$ cat config.mk
export PLATFORM = sky130hd
export DESIGN_NAME = fft_bitrev_framer
export DESIGN_NICKNAME = d
export VERILOG_FILES = /design/src/rtl/fft_bitrev_framer.sv
export SDC_FILE = /design/constraint.sdc
export NUM_CORES = 1
export LEC_CHECK = 0
export ABC_AREA = 1
export CAP_MARGIN = 20
export CORE_ASPECT_RATIO = 2
export CORE_MARGIN = 2
export CORE_UTILIZATION = 37
export DETAILED_ROUTE_END_ITERATION = 7
export GPL_ROUTABILITY_DRIVEN = 1
export PLACE_DENSITY = 0.56
export REMOVE_ABC_BUFFERS = 1
export SLEW_MARGIN = 20
export SYNTH_ARGS = -nofsm -noshare
export SYNTH_HDL_FRONTEND = slang
export SYNTH_SLANG_ARGS = --single-unit
$ cat constraint.sdc
create_clock -name clk -period 5.1 [get_ports clk]
set_input_delay 1.53 -clock clk [delete_from_list [all_inputs] [get_ports clk]]
set_output_delay 1.53 -clock clk [all_outputs]
set_load 0.005 [all_outputs]
$ cat src/rtl/fft_bitrev_framer.sv
// Double-banked frame buffer: captures natural-order complex samples and
// replays each completed frame in bit-reversed order for an FFT stage.
module fft_bitrev_framer #(
  parameter int DATA_W   = 16,
  parameter int LOG2_LEN = 4
) (
  input  logic                     clk,
  input  logic                     rst,
  input  logic                     in_valid,
  output logic                     in_ready,
  input  logic signed [DATA_W-1:0] in_real,
  input  logic signed [DATA_W-1:0] in_imag,
  output logic                     out_valid,
  input  logic                     out_ready,
  output logic signed [DATA_W-1:0] out_real,
  output logic signed [DATA_W-1:0] out_imag,
  output logic                     out_first,
  output logic                     out_last,
  output logic [7:0]               frame_cnt
);

  localparam int FRAME_LEN = 2 ** LOG2_LEN;
  localparam int SW        = 2 * DATA_W;

  typedef logic [LOG2_LEN-1:0] idx_t;

  localparam idx_t LAST = idx_t'(FRAME_LEN - 1);

  logic       wr_bank_q, wr_bank_d;
  logic       rd_bank_q, rd_bank_d;
  idx_t       wr_idx_q, wr_idx_d;
  idx_t       rd_idx_q, rd_idx_d;
  logic [1:0] full_q, full_d;
  logic [7:0] frame_cnt_q, frame_cnt_d;

  logic [SW-1:0] mem_q [2][FRAME_LEN];

  logic          valid;
  logic          in_fire;
  logic          out_fire;
  logic          wr_wrap;
  logic          rd_wrap;
  idx_t          rd_addr;
  logic [SW-1:0] rd_word;

  function automatic idx_t bitrev(input idx_t i);
    idx_t r;
    for (int b = 0; b < LOG2_LEN; b++) begin
      r[b] = i[LOG2_LEN-1-b];
    end
    return r;
  endfunction

  // Handshake qualifiers; reset masks both sides immediately.
  always_comb begin
    valid    = full_q[rd_bank_q] && !rst;
    in_ready = !full_q[wr_bank_q] && !rst;
    in_fire  = in_valid && in_ready;
    out_fire = valid && out_ready;
    wr_wrap  = in_fire && (wr_idx_q == LAST);
    rd_wrap  = out_fire && (rd_idx_q == LAST);
    rd_addr  = bitrev(rd_idx_q);
    rd_word  = mem_q[rd_bank_q][rd_addr];
  end

  always_comb begin
    out_valid = valid;
    out_first = valid && (rd_idx_q == '0);
    out_last  = valid && (rd_idx_q == LAST);
    out_real  = valid ? rd_word[SW-1 -: DATA_W] : '0;
    out_imag  = valid ? rd_word[DATA_W-1:0] : '0;
    frame_cnt = frame_cnt_q;
  end

  always_comb begin
    wr_bank_d   = wr_bank_q;
    wr_idx_d    = wr_idx_q;
    rd_bank_d   = rd_bank_q;
    rd_idx_d    = rd_idx_q;
    full_d      = full_q;
    frame_cnt_d = frame_cnt_q;
    if (in_fire) begin
      wr_idx_d = wr_idx_q + 1'b1;
    end
    if (wr_wrap) begin
      full_d[wr_bank_q] = 1'b1;
      wr_bank_d         = !wr_bank_q;
      wr_idx_d          = '0;
    end
    if (out_fire) begin
      rd_idx_d = rd_idx_q + 1'b1;
    end
    // The draining bank is full, the filling one is not: never the same bank.
    if (rd_wrap) begin
      full_d[rd_bank_q] = 1'b0;
      rd_bank_d         = !rd_bank_q;
      rd_idx_d          = '0;
      frame_cnt_d       = frame_cnt_q + 8'd1;
    end
  end

  always_ff @(posedge clk) begin
    if (rst) begin
      wr_bank_q   <= 1'b0;
      wr_idx_q    <= '0;
      rd_bank_q   <= 1'b0;
      rd_idx_q    <= '0;
      full_q      <= '0;
      frame_cnt_q <= '0;
    end else begin
      wr_bank_q   <= wr_bank_d;
      wr_idx_q    <= wr_idx_d;
      rd_bank_q   <= rd_bank_d;
      rd_idx_q    <= rd_idx_d;
      full_q      <= full_d;
      frame_cnt_q <= frame_cnt_d;
    end
  end

  always_ff @(posedge clk) begin
    if (in_fire) begin
      mem_q[wr_bank_q][wr_idx_q] <= {in_real, in_imag};
    end
  end

endmodule

==> flow_summary.ini <==
[logic_synthesis]
synth.distinct_cells = 27
yosys.area.top_type = edfxtp_1
synth_seq_cells = 1045
syn-cell-area_sq_mm = 0.0428
yosys.area.top_type_share = 0.719
synthTopCellsByCount = nand2_1 (1314), edfxtp_1 (1024), nand3_1 (694)
yosysSeqAreaShare = 0.729
synth.most_common_cell = nand2_1
async_reset_ff_frac = 0
postSynthAreaPerCell_sq_um = 11.6
synth_edf_count = 1024
synth_cells = 3682
synth_ff_type = edfxtp_1
ys_warn_count = 0
synthTopCellsByArea = edfxtp_1 (72%), nand2_1 (12%), nand3_1 (8.1%)

[drt]
vias = 27700
wl_per_cell_um = 22.6
first_pass_iters = 5
drt_iter0_drc = 2483
drcViolationCount = 0
viasPerCell = 5.20
totalWireLength_um = 120000
postRouteAntennaNets = 0

[clock_tree]
clock_path_buffers = 3
cts_buffers = 89
clk_pin_slew_ns = 0.07
cts_setup_buffers = 0
clk-insertion-delay-late_ns = 0.69
holdBufCountCts = 0
cts_tree = yes
root_buffer = clkbuf_16
clock-sinks = 1045
htreeDepth = 3

[timing]
slew_headroom = 0.232
fin_skew_ns = 0.0227
max_freq_mhz = 203
fin_crit_sh = 0.964
finalSetupViolations = 0
tightestPinTransition_ns = 1.15
rsz0062_at_grt = no
slew_viol_final = 0
finalHoldViolations = 0
fin_crit_ns = 4.92

[worst_setup_path]
arrival_ns = 3.39
reg2reg_from = wr_bank_q$_SDFFE_PP0N_
critPathMaxFanout = 60
start_kind = flip-flop
cp-end-kind = primary output
path_class = reg -> out
crit_required_ns = 3.57

[power_and_ir_drop]
power_density_mw_per_mm2 = 346
p_comb_frac = 0.013
p_seq_frac = 0.563
p_switching_uw = 3350
p_clk_frac = 0.425
vdd_drop_max_v = 0.000220
leakage_uw = 0.0171
swShare = 0.199
power.internal_uw = 13400

[global_routing]
grt_overflow = 0
antenna_found_initial = 1
grt_max_degree = 121
grt_usage = 0.201
grt_pass1_vias = 27200
grt_pass1_wl_um = 176000

[die]
fp.dieH_um = 485
io_pins = 80
core_sq_mm = 0.115
start_util = 0.372
dieWidth_um = 244
die-area_sq_mm = 0.119
num_rows = 176

[run_status]
outcome = completed

[placement]
gp_congestion = 0.751
port_buffers = 79
hpwlAfterDp_um = 63200
dpl_cell_area_sq_mm = 0.0455
placedCellCount = 5158

[job]
drv_cap = 0

[cells_and_area]
layoutNonFillerInstCount = 5327
drive_gt1_frac = 0.0816
syn_to_final_growth_pct = 13.4
nNetsFinal = 3781
final_cell_area_sq_mm = 0.0485

[hold_path]
hp-start = full_q[1]$_SDFF_PP0_
hp-class = reg -> reg
==> metrics by stage <==
step	setup TNS, ns	hold slack [ns]	util	setup slack, ns	power, uW
after floorplan	-356.58	0.450	-	-10.63	9680
after global placement	0	0.462	0.396	0.379	9850
after detailed placement	0	0.478	0.396	0.351	9850
after CTS	0	0.487	0.422	0.127	16900
after global routing	0	0.508	0.422	0.0000708	17200
final	0	0.489	0.422	0.182	16800
==> power by group through the flow <==
| stage | Clock, uW | Combinational [uW] | Sequential [uW] |
|---|---|---|---|
| 4_1_cts | 7270 | 217 | 9450 |
| 6_report | 7130 | 212 | 9440 |
| 3_3_place_gp | 0 | 213 | 9630 |
| 5_1_grt | 7540 | 236 | 9440 |
| 2_1_floorplan | 0 | 48.2 | 9630 |
| 3_5_place_dp | 0 | 216 | 9640 |
==> critical path: stages (launching register included) <==
cell	delay, ns
dfxtp_4	0.67
buf_4	0.65
nand2_1	0.11
nand3_1	0.12
nand3_1	0.11
nand2_1	0.10
nand2_1	0.06
nand3_1	0.15
nand2_1	0.07
nor2_1	0.08
clkdlybuf4s50_1	0.51
==> layout make-up <==
| class | instances | area, sq um |
|---|---|---|
| fill | 10800 | 66400 |
| sequential | 1045 | 31200 |
| multi-input combinational | 2377 | 10300 |
| clock buffer | 102 | 2320 |
| timing repair buffer | 189 | 1960 |
| tap | 1513 | 1890 |
| clock inverter | 64 | 708 |
| inverter | 35 | 171 |
| timing repair inverter | 1 | 11.3 |
| antenna | 1 | 2.50 |
==> state kept, by name (all words and copies together), names as in the netlist, named ones only <==
name / cells
frame_cnt: 8
full_q: 2
mem_q: 1024
rd_bank_q: 1
rd_idx_q: 4
wr_bank_q: 1
wr_idx_q: 4
==> final timing paths <==
path / slack [ns] / endpoint / depth (start not counted)
max: 0.18 / out_imag[4] / 10
min: 0.49 / full_q[1]$_SDFF_PP0_ / 2
max reg2reg: 1.80 / mem_q[0][374]$_DFFE_PP_ / 8
min reg2reg: 0.49 / full_q[1]$_SDFF_PP0_ / 2
==> per-layer routing <==
layer  GRT usage  wire, um  vias up
met5           0         0        -
met4      0.0818      4630        0
met3      0.0244      5830      234
met2       0.366     63000      796
met1       0.239     46900    13800
li1            -         -    12900
==> cells in the final DEF (no fill, tap or decap), types with 21 or more instances in the layout <==
master and instances:
edfxtp_1 1024, nand3_1 694, nor2_1 208, buf_4 78, buf_12 31, nand2_1 1314
clkbuf_16 91, a21oi_1 32, clkdlybuf4s50_1 69, inv_1 25, nor2_4 25, clkinv_2 21
o21ai_0 63
==> what timing repair did <==
action	CTS	global route
hold endpoints to repair	0	0
resized for setup	0	1
setup endpoints to repair	0	1
==> logic make-up (layout without fill, tap and decap cells) <==
| family | Yosys count | after routing | share of synthesized area |
|---|---|---|---|
| AND/OR/NAND/NOR | 2253 | 2253 | 0.219 |
| flip-flops | 1045 | 1045 | 0.729 |
| buffers and inverters | 260 | 391 | 0.0362 |
| AO/OA/AOI/OAI | 112 | 112 | 0.0132 |
| adder cells (fa/ha/maj) | 7 | 7 | 0.00205 |
| XOR/XNOR | 5 | 5 | 0.00102 |
| other | 0 | 1 | 0 |
Power figures use the tool's default switching activity.
